===== src/rtl/run_length_logger_pkg.sv =====
// Shared constants and record helpers for the run-length logging stage.
package run_length_logger_pkg;

    // Default run-length field width and the record width derived from it.
    localparam int DEF_LEN_W = 8;
    localparam int DEF_REC_W = DEF_LEN_W + 1;

    // Default FIFO geometry.
    localparam int DEF_DEPTH = 4;
    localparam int DEF_CNT_W = 3;

    // Record layout: bit LEN_W carries the saturation flag, bits LEN_W-1:0 the length.
    function automatic int rec_width(input int len_w);
        return len_w + 1;
    endfunction

    // Width of an occupancy counter able to hold the value DEPTH itself.
    function automatic int cnt_width(input int depth);
        return $clog2(depth) + 1;
    endfunction

endpackage


===== src/rtl/sync_fifo.sv =====
// First-word-fall-through synchronous FIFO with separate occupancy count.
module sync_fifo #(
    parameter int WIDTH = 9,
    parameter int DEPTH = 4,
    parameter int CNT_W = $clog2(DEPTH) + 1
) (
    input  logic             clk,
    input  logic             reset,
    input  logic             clear,
    input  logic             push,
    input  logic [WIDTH-1:0] din,
    input  logic             pop,
    output logic [WIDTH-1:0] dout,
    output logic [CNT_W-1:0] count,
    output logic             full,
    output logic             empty
);

    localparam int PTR_W = $clog2(DEPTH);

    logic [WIDTH-1:0] mem_r [DEPTH];
    logic [PTR_W-1:0] wr_ptr_r;
    logic [PTR_W-1:0] rd_ptr_r;
    logic [CNT_W-1:0] count_r;
    logic             do_push_s;
    logic             do_pop_s;

    assign empty = (count_r == {CNT_W{1'b0}});
    assign full  = (count_r == CNT_W'(DEPTH));
    assign count = count_r;
    // Head data is forced to zero while empty so stale entries never leak out.
    assign dout  = empty ? {WIDTH{1'b0}} : mem_r[rd_ptr_r];

    // Qualify requests: pops need data, pushes need room unless a pop frees a slot.
    always_comb begin
        do_pop_s  = 1'b0;
        do_push_s = 1'b0;
        if (pop && !empty) begin
            do_pop_s = 1'b1;
        end else begin
            do_pop_s = 1'b0;
        end
        if (push && (!full || do_pop_s)) begin
            do_push_s = 1'b1;
        end else begin
            do_push_s = 1'b0;
        end
    end

    // Storage write; clear only needs to reset pointers, not the data.
    always_ff @(posedge clk) begin
        if (do_push_s && !clear) begin
            mem_r[wr_ptr_r] <= din;
        end
    end

    // Pointer and occupancy bookkeeping; clear has priority over push/pop.
    always_ff @(posedge clk or negedge reset) begin
        if (!reset) begin
            wr_ptr_r <= {PTR_W{1'b0}};
            rd_ptr_r <= {PTR_W{1'b0}};
            count_r  <= {CNT_W{1'b0}};
        end else if (clear) begin
            wr_ptr_r <= {PTR_W{1'b0}};
            rd_ptr_r <= {PTR_W{1'b0}};
            count_r  <= {CNT_W{1'b0}};
        end else begin
            if (do_push_s) begin
                wr_ptr_r <= wr_ptr_r + PTR_W'(1);
            end
            if (do_pop_s) begin
                rd_ptr_r <= rd_ptr_r + PTR_W'(1);
            end
            case ({do_push_s, do_pop_s})
                2'b10:   count_r <= count_r + CNT_W'(1);
                2'b01:   count_r <= count_r - CNT_W'(1);
                default: count_r <= count_r;
            endcase
        end
    end

endmodule


===== src/rtl/run_length_logger.sv =====
// Measures runs of consecutive 1s on the detector stream and queues their lengths.
module run_length_logger
    import run_length_logger_pkg::*;
#(
    parameter int LEN_W = DEF_LEN_W,
    parameter int DEPTH = DEF_DEPTH,
    parameter int CNT_W = DEF_CNT_W
) (
    input  logic             clk,
    input  logic             reset,
    input  logic             bit_in,
    input  logic             clear,
    output logic             out_valid,
    input  logic             out_ready,
    output logic [LEN_W-1:0] out_len,
    output logic             out_sat,
    output logic [CNT_W-1:0] fifo_count,
    output logic             overflow
);

    localparam int              REC_W   = rec_width(LEN_W);
    localparam logic [LEN_W-1:0] MAX_LEN = {LEN_W{1'b1}};

    logic [LEN_W-1:0] run_cnt_r;
    logic             sat_flag_r;
    logic             overflow_r;
    logic             push_s;
    logic [REC_W-1:0] rec_s;
    logic [REC_W-1:0] head_s;
    logic             full_s;
    logic             empty_s;

    // A record is due when a 0 terminates a non-empty run.
    assign push_s = !bit_in && (run_cnt_r != {LEN_W{1'b0}});
    assign rec_s  = {sat_flag_r, run_cnt_r};

    sync_fifo #(
        .WIDTH (REC_W),
        .DEPTH (DEPTH),
        .CNT_W (CNT_W)
    ) u_fifo (
        .clk   (clk),
        .reset (reset),
        .clear (clear),
        .push  (push_s),
        .din   (rec_s),
        .pop   (out_ready),
        .dout  (head_s),
        .count (fifo_count),
        .full  (full_s),
        .empty (empty_s)
    );

    assign out_valid = !empty_s;
    assign out_len   = head_s[LEN_W-1:0];
    assign out_sat   = head_s[LEN_W];
    assign overflow  = overflow_r;

    // Run counter: count 1s, saturate at the field maximum, restart after a 0.
    always_ff @(posedge clk or negedge reset) begin
        if (!reset) begin
            run_cnt_r  <= {LEN_W{1'b0}};
            sat_flag_r <= 1'b0;
        end else if (clear) begin
            run_cnt_r  <= {LEN_W{1'b0}};
            sat_flag_r <= 1'b0;
        end else if (bit_in) begin
            if (run_cnt_r != MAX_LEN) begin
                run_cnt_r <= run_cnt_r + LEN_W'(1);
            end else begin
                sat_flag_r <= 1'b1;
            end
        end else begin
            run_cnt_r  <= {LEN_W{1'b0}};
            sat_flag_r <= 1'b0;
        end
    end

    // Sticky drop indicator: a push into a full FIFO with no pop loses the record.
    always_ff @(posedge clk or negedge reset) begin
        if (!reset) begin
            overflow_r <= 1'b0;
        end else if (clear) begin
            overflow_r <= 1'b0;
        end else if (push_s && full_s && !out_ready) begin
            overflow_r <= 1'b1;
        end else begin
            overflow_r <= overflow_r;
        end
    end

endmodule


===== config.mk =====
export PLATFORM = sky130hd
export DESIGN_NAME = run_length_logger
export DESIGN_NICKNAME = d
export VERILOG_FILES = /design/src/rtl/run_length_logger_pkg.sv /design/src/rtl/sync_fifo.sv /design/src/rtl/run_length_logger.sv
export SDC_FILE = /design/constraint.sdc
export NUM_CORES = 1
export LEC_CHECK = 0
export BUFFER_PORTS_ARGS = -buffer_cell sky130_fd_sc_hd__buf_2
export CORE_MARGIN = 2
export CORE_UTILIZATION = 53
export DETAILED_ROUTE_END_ITERATION = 12
export PLACE_DENSITY = 0.87
export SETUP_SLACK_MARGIN = 0.5
export SLEW_MARGIN = 20
export SYNTH_ARGS = -nofsm -noshare
export SYNTH_HDL_FRONTEND = slang
export SYNTH_SLANG_ARGS = --single-unit

===== constraint.sdc =====
create_clock -name clk -period 2.6 [get_ports clk]
set_input_delay 0.65 -clock clk [delete_from_list [all_inputs] [get_ports clk]]
set_output_delay 0.65 -clock clk [all_outputs]
set_load 0.01 [all_outputs]

Word-level counts from Yosys, hierarchy flattened
Memories as Yosys holds them, arrays and structs flattened.
Cells that the tools add are included.
{ "word_totals": {"ff_bits": 17, "ramBits": 36, "in_bits": 5, "elab_cells": 55, "n_memories": 1} }
{ "op_classes": {"addsub": 5, "n_eq_ne": 6, "mux": 19, "reduce_logical": 18} }
{ "memory_table": {"columns": ["memory", "depth", "width", "rd", "rd_clocked_by_memory_dff", "write_ports", "line_no", "source"], "rows": [
  ["u_fifo.mem_r", 4, 9, 1, 0, 1, "sync_fifo.sv:21", "logic [WIDTH-1:0] mem_r [DEPTH];"]
]} }
{ "op_table": {"columns": ["cell", "count"], "rows": [
  ["two-way mux 8 bit", 3],
  ["two-way mux 1 bit", 9],
  ["two-way mux 9 bit", 1],
  ["adder 8 x 1 -> 8 bit, second input constant", 1],
  ["two-way mux 2 bit", 4],
  ["!= test 8 bit, second input constant", 1],
  ["nonzero test 8 bit", 1],
  ["logical AND 1 bit", 6],
  ["case mux 3 bit (2 select lines)", 1],
  ["nonzero test 2 bit", 3],
  ["zero test 1 bit", 5],
  ["adder 2 x 1 -> 2 bit, second input constant", 2],
  ["adder 3 x 1 -> 3 bit, second input constant", 1],
  ["equality test 3 bit, second input constant", 1],
  ["zero test 3 bit", 1],
  ["two-way mux 3 bit", 1],
  ["!= test 3 x 1 -> 1 bit, second input constant", 1],
  ["!= test 3 bit, second input constant", 1],
  ["nonzero test 3 bit", 1],
  ["subtractor 3 x 1 -> 3 bit, second input constant", 1],
  ["equality test 2 x 1 -> 1 bit, second input constant", 1],
  ["equality test 2 bit, second input constant", 1],
  ["logical OR 1 bit", 1]
]} }

Logic depth before layout (Yosys ltp)
Gate-level depths: netlist of run 1.
{ "logic_depth": {"word_depth": 10, "mapped_depth": 10, "depth_no_buf": 10} }

Hierarchy
From an unflattened synthesis of run 1, not the netlist that was laid out.
{ "hier_totals": {"hier_cells": 179, "hier_area_um2": 2522.4} }
{ "by_module_without_submodules": {"columns": ["module", "n_inst", "cells_per_inst", "area_per_inst_um2", "seq_area_each_um2"], "rows": [
  ["sync_fifo", 1, 119, 1914.3, 1256.2],
  ["run_length_logger", 1, 60, 608.1, 250.2]
]} }

Worst setup path before layout of run 1
Ideal clock, no wire load.
{ "synth_path": {"path_type": "flip-flop to flip-flop", "start": "register run_cnt_r[0]", "end": "register u_fifo.count_r[2] (netlist: u_fifo.count[2])", "setup_ns": 0.132, "t_arrival_ns": 2.436, "required_ns": 2.468, "setup_slack_ns": 0.032, "stages_incl_launch_ff": 11, "n_path_buf": 0, "cell_sequence": "dfrtp_1 > inv_1 > ha_1 > or3b_2 > o21ai_4 > nand2_1 > fa_1 > nor2_1 > o211ai_1 > mux2i_1 > or3b_1"} }
{ "synth_via": {"elab_chain_cells": 7, "elab_cells_between_ends": 9, "classes_between": "eq/ne (2); mux (3); reduce/logical (4)"} }
{ "synth_rtl": {"columns": ["element", "line_no", "source"], "rows": [
  ["start, declared", "run_length_logger.sv:24", "logic [LEN_W-1:0] run_cnt_r;"],
  ["start signal, assigned", "run_length_logger.sv:62", "run_cnt_r <= {LEN_W{1'b0}};"],
  ["start signal, assigned", "run_length_logger.sv:65", "run_cnt_r <= {LEN_W{1'b0}};"],
  ["start signal, assigned", "run_length_logger.sv:69", "run_cnt_r <= run_cnt_r + LEN_W'(1);"],
  ["nonzero test 8 bit (*)", "run_length_logger.sv:34", "assign push_s = !bit_in && (run_cnt_r != {LEN_W{1'b0}});"],
  ["logical AND 1 bit (*)", "run_length_logger.sv:34", null],
  ["logical AND 1 bit (*)", "sync_fifo.sv:43", "if (push && (!full || do_pop_s)) begin"],
  ["two-way mux 1 bit (*)", "sync_fifo.sv:43", null],
  ["equality test 2 x 1 -> 1 bit or equality test 2 bit (tied branches)", "sync_fifo.sv:74", "case ({do_push_s, do_pop_s})"],
  ["case mux 3 bit (2 select lines)", "sync_fifo.sv:74", null],
  ["two-way mux 3 bit", "sync_fifo.sv:63", "end else if (clear) begin"],
  ["end signal, assigned", "sync_fifo.sv:62", "count_r <= {CNT_W{1'b0}};"],
  ["end signal, assigned", "sync_fifo.sv:75", "2'b10: count_r <= count_r + CNT_W'(1);"],
  ["end signal, assigned", "sync_fifo.sv:76", "2'b01: count_r <= count_r - CNT_W'(1);"],
  ["end, declared", "sync_fifo.sv:24", "logic [CNT_W-1:0] count_r;"]
]} }
Mark *: on every way between the ends. The rest lies on a longest branch, timed or not.
A chain may end at the register's enable or synchronous reset.

Worst setup path in the final report of run 1
Same ends and word-level chain as after synthesis.

==> results.json, run 1 <==
{
  "via_per_inst": 5.74,
  "netlist_area_sq_um": 2460,
  "worst-slew-pin-transition_ps": 460,
  "placementRows": 24,
  "clk_latency_ps": 300,
  "portBuffers": 18,
  "h-tree-depth": 2,
  "dpl_cell_area_sq_um": 2700,
  "fp.dieH_um": 72.1,
  "grt_max_degree": 23,
  "antenna_found_initial": 0,
  "syn_avg_cell_area_sq_um": 13.9,
  "critPathArrivalTime_ps": 2640,
  "synth-seq-cells": 53,
  "rsz0062_at_grt": "true",
  "routed_wl_um": 4700,
  "routabilityCongestion": 0.798,
  "setup_violations": 0,
  "fin_nets": 230,
  "grt_pass1_wl_um": 7220,
  "fillCellCount": 286,
  "ios": 19,
  "p_leak_nw": 1.17,
  "synthFlopType": "edfxtp_1",
  "layout-drive-gt1-share": 0.374,
  "area_growth_pct": 21.1,
  "hold_viol_final": 0,
  "synth.distinct_cells": 37,
  "status": "completed",
  "dpl.hpwl_um": 2790,
  "holdWs_ps": 269,
  "critPathRequiredTime_ps": 2790,
  "cts_tree": "yes",
  "worstSetupStartpointType": "register",
  "clock-sinks": 53,
  "syn-instance-count": 177,
  "ctsHoldBuffers": 0,
  "crit_path_end_kind": "register",
  "layout_min_cycle_time_ps": 2450,
  "die-area_sq_um": 5200,
  "clk_root_buffer_cell": "clkbuf_8",
  "cts_buffer_depth": 2,
  "wl_per_cell_um": 17.4,
  "hp-class": "in2async",
  "start_util": 0.557,
  "total_power_mw": 1.74,
  "synth_edf_count": 36,
  "drtIter0Drc": 116,
  "relSlewSlack": 0.693,
  "grtUsageTotal": 0.186,
  "cap_violations": 0,
  "grt_remaining_overflow": 0,
  "drc": 0,
  "vias": 1556,
  "n_antenna_cell": 0,
  "timing.final.crit_share": 0.941,
  "ir_worst_vdd_mv": 0.333,
  "maxSlewViolCount": 0,
  "synthArstFlopShare": 0.321,
  "powerDensity_nw_per_um2": 584,
  "setup_tns_ps": 0,
  "critPathMaxFanout": 2,
  "yosysWarnings": 0,
  "dr.pass1.iters": 6,
  "coreArea_sq_um": 4410,
  "fin_worst_skew_ps": 8.93,
  "finish.instance_area_sq_um": 2980,
  "cts_buffers": 5,
  "fin_util": 0.675,
  "synth_fp_nets": 189,
  "seq_area_frac_synth": 0.612,
  "fmax_ghz": 0.409,
  "grt_pass1_vias": 1518,
  "path_class": "reg2reg",
  "clkTransAtPathRegs_ps": 90,
  "ant_nets": 0,
  "die_x_um": 72.1
}
## logic make-up (layout without fill, tap and decap cells)
family,after synthesis,count (layout),share of synthesized area
simple gates,63,63,0.141
fa+ha+maj,7,7,0.0387
compound gates,17,17,0.0544
mux,14,14,0.103
flops,53,53,0.612
buf+inv,16,58,0.0259
xor+xnor,7,7,0.0249
## flip-flops by register name, summed over array words and instances, names as in the netlist
register / flops
u_fifo.mem_r: 36
run_cnt_r: 8
u_fifo.count: 3
u_fifo.rd_ptr_r: 2
u_fifo.wr_ptr_r: 2
overflow: 1
sat_flag_r: 1
## worst paths after layout
| kind | depth (start not counted) | start | slack [ps] | to |
|---|---|---|---|---|
| min | 1 | reset | 270 | sat_flag_r |
| max in group asynchronous | 1 | reset | 2010 | run_cnt_r[6] |
| max reg2reg | 10 | run_cnt_r[0] | 150 | u_fifo.count[2] |
| min reg2reg | 0 | sat_flag_r | 550 | u_fifo.mem_r[1][8] |
| max | 10 | run_cnt_r[0] | 150 | u_fifo.count[2] |
| min in group clk | 0 | sat_flag_r | 550 | u_fifo.mem_r[1][8] |
## synth_stat cells, drive strengths merged, types with 3 or more instances
master | instances | area (sq um)
buf | 3 | 15.0
o21ai | 4 | 31.3
nor3 | 7 | 35.0
xor2 | 4 | 35.0
inv | 8 | 30.0
mux2i | 5 | 50.1
mux4 | 9 | 203
dfrtp | 17 | 425
xnor2 | 3 | 26.3
nand3b | 3 | 22.5
nor3b | 5 | 37.5
nand2b | 4 | 25.0
ha | 6 | 75.1
nand2 | 5 | 18.8
nor2 | 19 | 71.3
edfxtp | 36 | 1080
clkbuf | 5 | 18.8
o211ai | 3 | 27.5
a21oi | 3 | 15.0
and2 | 10 | 62.6
## metal layers
| metal | global-route usage | vias up | share of wire |
|---|---|---|---|
| li1 | - | 726 | - |
| met1 | 0.239 | 778 | 0.41 |
| met2 | 0.294 | 43 | 0.52 |
| met3 | 0.0458 | 9 | 0.045 |
| met4 | 0.0985 | 0 | 0.021 |
| met5 | 0 | - | 0 |
## power breakdown
group / switching, mW / total [mW] / internal (mW)
logic: 0.157 / 0.362 / 0.204
registers: 0.0257 / 0.938 / 0.912
clock network: 0.248 / 0.439 / 0.191
## layout make-up
cell class / instances / area [sq um] / share of cell area
flip-flops and latches: 53 / 1510 / 0.507
multi-input cells: 108 / 946 / 0.318
repair buffers: 42 / 344 / 0.116
clock buffers: 7 / 76.3 / 0.0256
well taps: 52 / 65.1 / 0.0218
inverters: 8 / 30.0 / 0.0101
clock inverters: 1 / 7.51 / 0.00252
## critical path, stage by stage (launching register included)
cell     delay (ps)
dfrtp_1         400
inv_2            70
ha_1            140
or3b_4          400
o21ai_4         160
nand2_2          70
fa_2            360
buf_4           140
buf_4           120
and3_1          140
or3b_1          340
## repair_timing
item	CTS	global route
pin swaps	4	13
buffers inserted	7	4
gates cloned	0	1
endpoints found under the setup margin	12	48
resized for setup	5	19
## cell usage in the layout (no fill, tap or decap), types with 2 or more instances in the layout
cell type | Yosys | layout
mux4_2 | 9 | 9
and2_1 | 10 | 3
inv_1 | 8 | 7
nor2_1 | 19 | 18
buf_2 | 3 | 11
xor2_1 | 4 | 4
o211ai_1 | 2 | 2
and3_1 | 2 | 2
xnor2_1 | 3 | 3
clkbuf_1 | 5 | 2
nor3_1 | 7 | 7
nand2b_1 | 4 | 4
dfrtp_1 | 17 | 15
nand3b_1 | 3 | 3
edfxtp_1 | 36 | 36
dfrtp_2 | 0 | 2
nand3_1 | 2 | 2
clkbuf_8 | 0 | 5
buf_4 | 0 | 22
buf_6 | 0 | 7
and2_4 | 0 | 7
a21oi_1 | 3 | 2
ha_1 | 6 | 6
nor3b_2 | 0 | 4
mux2i_1 | 5 | 5
o21ai_0 | 3 | 2
a211o_1 | 2 | 2
nand2_1 | 5 | 4
## metrics by stage
| stage | setup slack, ps | std cells |
|---|---|---|
| after CTS | 186 | 266 |
| after detailed placement | 95.7 | 251 |
| after global placement | 184 | 251 |
| after floorplan | 180 | 177 |
| after global routing | 7.02 | 271 |
| final | 152 | 271 |
Power figures use the tool's default switching activity.
==> inputs of run 2 (changes only) <==
Settings changed: CORE_ASPECT_RATIO set to 1.75, CORE_UTILIZATION 53 to 60, PLACE_DENSITY 0.87 to 0.92.
Clock period 2.6 ns to 3.1 ns, I/O delays scaled along.
==> run 2 against run 1 <==
  * Register-to-register slack gained 440 ps
  * First-iteration DRC count fell by 59%
  * Die area down 11%
  * Global-route usage is 2.6 points higher
  * Non-clock buffer count decreased by 18
  * Largest power group unchanged
  * Clock skew increased by 2.2 ps
  * Combinational power fell by 43%
  * Fmax decreased by 2.3%
  * Via count is 4.4% lower
  * Hold slack gained 110 ps
  * Clock-buffer cell count is 1 lower
==> results.json, run 2 (synthesized netlist as in run 1, its figures left out) <==
{
  "postLayoutSetupSlackWorst_ps": 593,
  "grt_pass1_wl_um": 6980,
  "cap_violations": 0,
  "crit_cells": 10,
  "startpoint": "run_cnt_r[0]",
  "instances_no_fill": 249,
  "via_per_inst": 5.98,
  "largest_reg_flops": 36,
  "clk_latency_ps": 300,
  "crit_slowest_cell": "dfrtp_2",
  "slowest_delay_ps": 450,
  "start_util": 0.630,
  "layout-drive-gt1-share": 0.249,
  "rr_worst_depth": 10,
  "grtUsageTotal": 0.212,
  "placed_cells": 239,
  "reg2reg_from": "run_cnt_r[0]",
  "placementRows": 30,
  "hold_viol_final": 0,
  "worstSetupStartpointType": "register",
  "final_cell_mix": "36 x edfxtp_1, 19 x nor2_1, 18 x buf_2",
  "fmax_ghz": 0.399,
  "worst-slew-pin-transition_ps": 481,
  "grt_max_degree": 23,
  "path_cells": "inv_2 > ha_1 > or3b_4 > o21ai_4 > nand2_1 > fa_2 > nor2_1 > o211ai_1 > mux2i_1 > or3b_1",
  "cp_top_family": "simple AND/OR/NAND/NOR gates",
  "setup_tns_ps": 0,
  "die-area_sq_um": 4650,
  "top_register": "u_fifo.mem_r",
  "critPathRequiredTime_ps": 3280,
  "grt_remaining_overflow": 0,
  "cts_buffers": 5,
  "crit_path_end_kind": "register",
  "area_growth_pct": 11.3,
  "cts_buffer_depth": 2,
  "timing.final.crit_share": 0.809,
  "fp.dieH_um": 88.7,
  "routed_wl_um": 4310,
  "clk_root_buffer_cell": "clkbuf_8",
  "setup_violations": 0,
  "h-tree-depth": 2,
  "dpl_cell_area_sq_um": 2610,
  "powerDensity_nw_per_um2": 525,
  "hp-class": "in2async",
  "p_leak_nw": 1.04,
  "finish.instance_area_sq_um": 2740,
  "path_class": "reg2reg",
  "final_common_cell": "edfxtp_1",
  "vias": 1488,
  "dpl.hpwl_um": 3150,
  "clock-sinks": 53,
  "critPathMaxFanout": 7,
  "ios": 19,
  "layout_min_cycle_time_ps": 2510,
  "relSlewSlack": 0.678,
  "rsz0062_at_grt": "true",
  "total_power_mw": 1.44,
  "maxSlewViolCount": 0,
  "n_antenna_cell": 0,
  "fin_worst_skew_ps": 11.2,
  "antenna_found_initial": 0,
  "cp_num_buf_inv": 1,
  "die_x_um": 52.4,
  "wl_per_cell_um": 17.3,
  "ir_worst_vdd_mv": 0.479,
  "coreArea_sq_um": 3900,
  "grt_pass1_vias": 1501,
  "post-place-ws_ps": 322,
  "ctsHoldBuffers": 0,
  "critPathArrivalTime_ps": 2690,
  "status": "completed",
  "r2r_setup_slack_ps": 590,
  "rr_endpoint": "u_fifo.count[2]",
  "drtIter0Drc": 47,
  "crit_path_end": "u_fifo.count[2]",
  "fin_nets": 212,
  "routabilityCongestion": 0.816,
  "portBuffers": 18,
  "drc": 0,
  "fin_util": 0.702,
  "holdWs_ps": 380,
  "ant_nets": 0,
  "clkTransAtPathRegs_ps": 90,
  "cts_tree": "yes",
  "dr.pass1.iters": 4
}
-- run 2: cell count changes in the layout (fill, tap and decap cells not counted), sizes merged --
cell	change
clkbuf	-2
clkinvlp	-1
clkinv	+1
bufinv	+1
buf	-17
-- run 2: per-layer routing --
metal	part of all wire	global-route usage	vias to the layer above
li1	-	-	685
met5	0	0	-
met4	0.031	0.135	0
met2	0.58	0.384	54
met3	0.038	0.0287	9
met1	0.35	0.222	740
-- run 2: how the worst min path moves through the flow --
stage | startpoint | endpoint | slack (ps) | depth (start not counted)
floorplan | reset | overflow | 480 | 0
global placement | sat_flag_r | u_fifo.mem_r[3][8] | 500 | 0
detailed placement | sat_flag_r | u_fifo.mem_r[2][8] | 520 | 0
CTS | reset | run_cnt_r[1] | 390 | 1
global route | reset | u_fifo.count[0] | 410 | 1
finish | reset | u_fifo.count[1] | 380 | 1
-- run 2: power by group --
| part | switching [mW] | internal [mW] | leakage, nW |
|---|---|---|---|
| logic | 0.103 | 0.103 | 0.435 |
| registers | 0.0337 | 0.767 | 0.557 |
| clock network | 0.194 | 0.238 | 0.0528 |
| total | 0.331 | 1.11 | 1.04 |
-- run 2: timing repair --
| item | 4_1_cts | 5_1_grt |
|---|---|---|
| gates resized for setup | 1 | 6 |
| buffers inserted | 1 | 1 |
| pin swaps | 1 | 0 |
| setup endpoints to repair | 10 | 4 |
-- run 2: area by class of cell --
type | count | area [sq um]
Fill cell | 279 | 1160
Timing Repair Buffer | 24 | 135
Sequential cell | 53 | 1510
Multi-Input combinational cell | 108 | 895
Inverter | 8 | 30.0
Tap cell | 48 | 60.1
Clock inverter | 2 | 33.8
Clock buffer | 6 | 72.6
==> inputs of run 3 (changes only) <==
Settings changed: ABC_AREA set to 1, CORE_UTILIZATION 60 to 59, PLACE_DENSITY 0.92 to 0.91.
Clock period 3.1 ns to 2.4 ns, I/O delays scaled along.
==> run 3 against run 2 <==
  * Synthesized area down 1.8%
  * Critical path depth down 4
  * Highest routed layer unchanged
  * Largest power group unchanged
  * Critical path type is now reg2out
  * First-iteration DRC count up 100%
  * Die area about the same
  * Register-to-register slack worse by 150 ps
  * Clock-buffer cell count unchanged
  * Cell area up 11%
==> results.json, run 3 <==
{
  "cts_buffers": 5,
  "synth_commonest_cells": "51 x nor2_1, 36 x edfxtp_1, 22 x nand2_1, 22 x o21ai_0, 21 x inv_1",
  "drc": 0,
  "crit_slowest_cell": "dfrtp_1",
  "grt_pass1_wl_um": 8200,
  "wl_per_cell_um": 17.9,
  "synth_top_cell_by_area": "edfxtp_1",
  "cap_violations": 0,
  "cp_num_buf_inv": 3,
  "clk_root_buffer_cell": "clkbuf_8",
  "netlist_area_sq_um": 2420,
  "path_cells": "clkinvlp_4 > buf_6 > nor2_2 > o21ai_1 > a21oi_1 > buf_2",
  "worstSetupStartpointType": "register",
  "ctsHoldBuffers": 0,
  "slowest_delay_ps": 410,
  "powerDensity_nw_per_um2": 753,
  "critPathMaxFanout": 6,
  "drtIter0Drc": 94,
  "clkTransAtPathRegs_ps": 90,
  "ant_nets": 0,
  "clock-sinks": 53,
  "ios": 19,
  "largest_reg_flops": 36,
  "synth.distinct_cells": 29,
  "worst-slew-pin-transition_ps": 418,
  "via_per_inst": 5.71,
  "grtUsageTotal": 0.249,
  "n_antenna_cell": 0,
  "routed_wl_um": 5930,
  "setup_violations": 0,
  "seq_area_frac_synth": 0.624,
  "synth_fp_nets": 248,
  "status": "completed",
  "reg2reg_from": "run_cnt_r[0]",
  "die-area_sq_um": 4640,
  "setup_tns_ps": 0,
  "dpl.hpwl_um": 3050,
  "rr_worst_depth": 14,
  "timing.final.crit_share": 0.903,
  "synth.area.top_cells": "edfxtp_1 45%, dfrtp_1 18%, nor2_1 7.9%",
  "critPathRequiredTime_ps": 1800,
  "start_util": 0.619,
  "area_growth_pct": 25.5,
  "relSlewSlack": 0.721,
  "vias": 1890,
  "final_cell_mix": "36 x nor2_1, 36 x edfxtp_1, 21 x nand2_1",
  "layout_min_cycle_time_ps": 2170,
  "rr_endpoint": "u_fifo.count[2]",
  "die_x_um": 52.4,
  "layout-drive-gt1-share": 0.353,
  "critPathArrivalTime_ps": 1570,
  "path_class": "reg2out",
  "hold_viol_final": 0,
  "clk_latency_ps": 310,
  "cts_tree": "yes",
  "antenna_found_initial": 0,
  "routabilityCongestion": 0.812,
  "placementRows": 30,
  "h-tree-depth": 2,
  "coreArea_sq_um": 3900,
  "syn-instance-count": 236,
  "maxSlewViolCount": 0,
  "synthFlopType": "edfxtp_1",
  "cp_top_family": "buffers and inverters",
  "synth_edf_count": 36,
  "rsz0062_at_grt": "true",
  "grt_remaining_overflow": 0,
  "cts_buffer_depth": 2,
  "post-synth-top-count-cell": "nor2_1",
  "syn_avg_cell_area_sq_um": 10.2,
  "fp.dieH_um": 88.7,
  "grt_max_degree": 20,
  "dr.pass1.iters": 5,
  "fin_worst_skew_ps": 5.77,
  "placed_cells": 303,
  "synthArstFlopShare": 0.321,
  "fmax_ghz": 0.462,
  "hp-class": "in2async",
  "yosysTopAreaCellShare": 0.447,
  "grt_pass1_vias": 1726,
  "top_register": "u_fifo.mem_r",
  "portBuffers": 18,
  "crit_path_end_kind": "output pin",
  "ir_worst_vdd_mv": 0.732,
  "synth-seq-cells": 53,
  "fin_nets": 294,
  "p_leak_nw": 1.25,
  "yosysWarnings": 0,
  "instances_no_fill": 331,
  "r2r_setup_slack_ps": 440
}
## run 3: changes by cell type in the layout (fill, tap and decap cells not counted), sizes merged, moves of 6 or more
cell   delta
nor2     +34
nand2    +23
o21ai    +23
buf      +20
inv      +18
a21oi    +12
and2     -10
mux4      -9
nor3      -6
## run 3: how the worst max path moves through the flow
| stage | cells after the start | slack (ps) | startpoint | endpoint |
|---|---|---|---|---|
| 5_1_grt | 6 | 150 | u_fifo.rd_ptr_r[0] | out_len[0] |
| 4_1_cts | 7 | 310 | u_fifo.rd_ptr_r[0] | out_sat |
| 2_1_floorplan | 11 | 480 | run_cnt_r[0] | u_fifo.mem_r[0][0] |
| 6_report | 6 | 230 | u_fifo.rd_ptr_r[1] | out_len[5] |
| 3_3_place_gp | 14 | 420 | run_cnt_r[1] | u_fifo.count[2] |
| 3_5_place_dp | 14 | 260 | run_cnt_r[1] | u_fifo.count[2] |
## run 3: repair_timing
| action | 4_1_cts | 5_1_grt |
|---|---|---|
| pin swaps | 3 | 14 |
| resized for setup | 20 | 52 |
| gates cloned | 1 | 4 |
| setup buffers | 9 | 6 |
| endpoints found under the setup margin | 10 | 47 |
## run 3: power breakdown
group	switching, mW	leakage [nW]	internal (mW)
logic	0.445	0.664	0.323
clock network	0.273	0.0450	0.203
registers	0.0382	0.540	1.00
## run 3: kinds of logic (layout without fill, tap and decap cells)
family	count (synthesis)	after routing	synth area share
compound gates	46	46	0.100
xor+xnor	2	2	0.00725
fa+ha+maj	7	7	0.0394
buf+inv	35	82	0.0575
flops	53	53	0.624
simple gates	93	93	0.172
## run 3: layout make-up
cell class | instances | area (sq um)
clock inverter | 2 | 10.0
timing repair buffer | 44 | 379
multi-input combinational | 148 | 868
clock buffer | 6 | 72.6
inverter | 30 | 126
fill | 227 | 871
tap | 48 | 60.1
sequential | 53 | 1520
## run 3: metrics by stage
| stage | power [mW] | hold slack, ps | cell area [sq um] | utilization | worst slack [ps] |
|---|---|---|---|---|---|
| after floorplan | 1.42 | 304 | 2420 | - | 483 |
| final | 2.28 | 214 | 3030 | 0.777 | 233 |
| after global routing | 2.38 | 235 | 3030 | 0.777 | 146 |
| after global placement | 1.59 | 471 | 2580 | 0.662 | 422 |
| after detailed placement | 1.61 | 503 | 2580 | 0.662 | 257 |
| after CTS | 2.21 | 212 | 2820 | 0.723 | 315 |
## run 3: worst reg2reg max path, cell delays in order (launching register included)
cell and delay (ps):
dfrtp_2 430, inv_4 80, ha_4 120, nand2_2 60, nor2_2 130, nand2_2 80, nand2_4 80, nand2_4 50
fa_2 350, xor2_2 180, inv_1 60, nand2_1 60, nand2_1 50, nand2_1 80, nand2_1 60
## run 3: routing by layer
layer,global-route usage,part of all wire
met1,0.267,0.34
met2,0.438,0.56
met3,0.0422,0.053
met4,0.159,0.048
met5,0,0
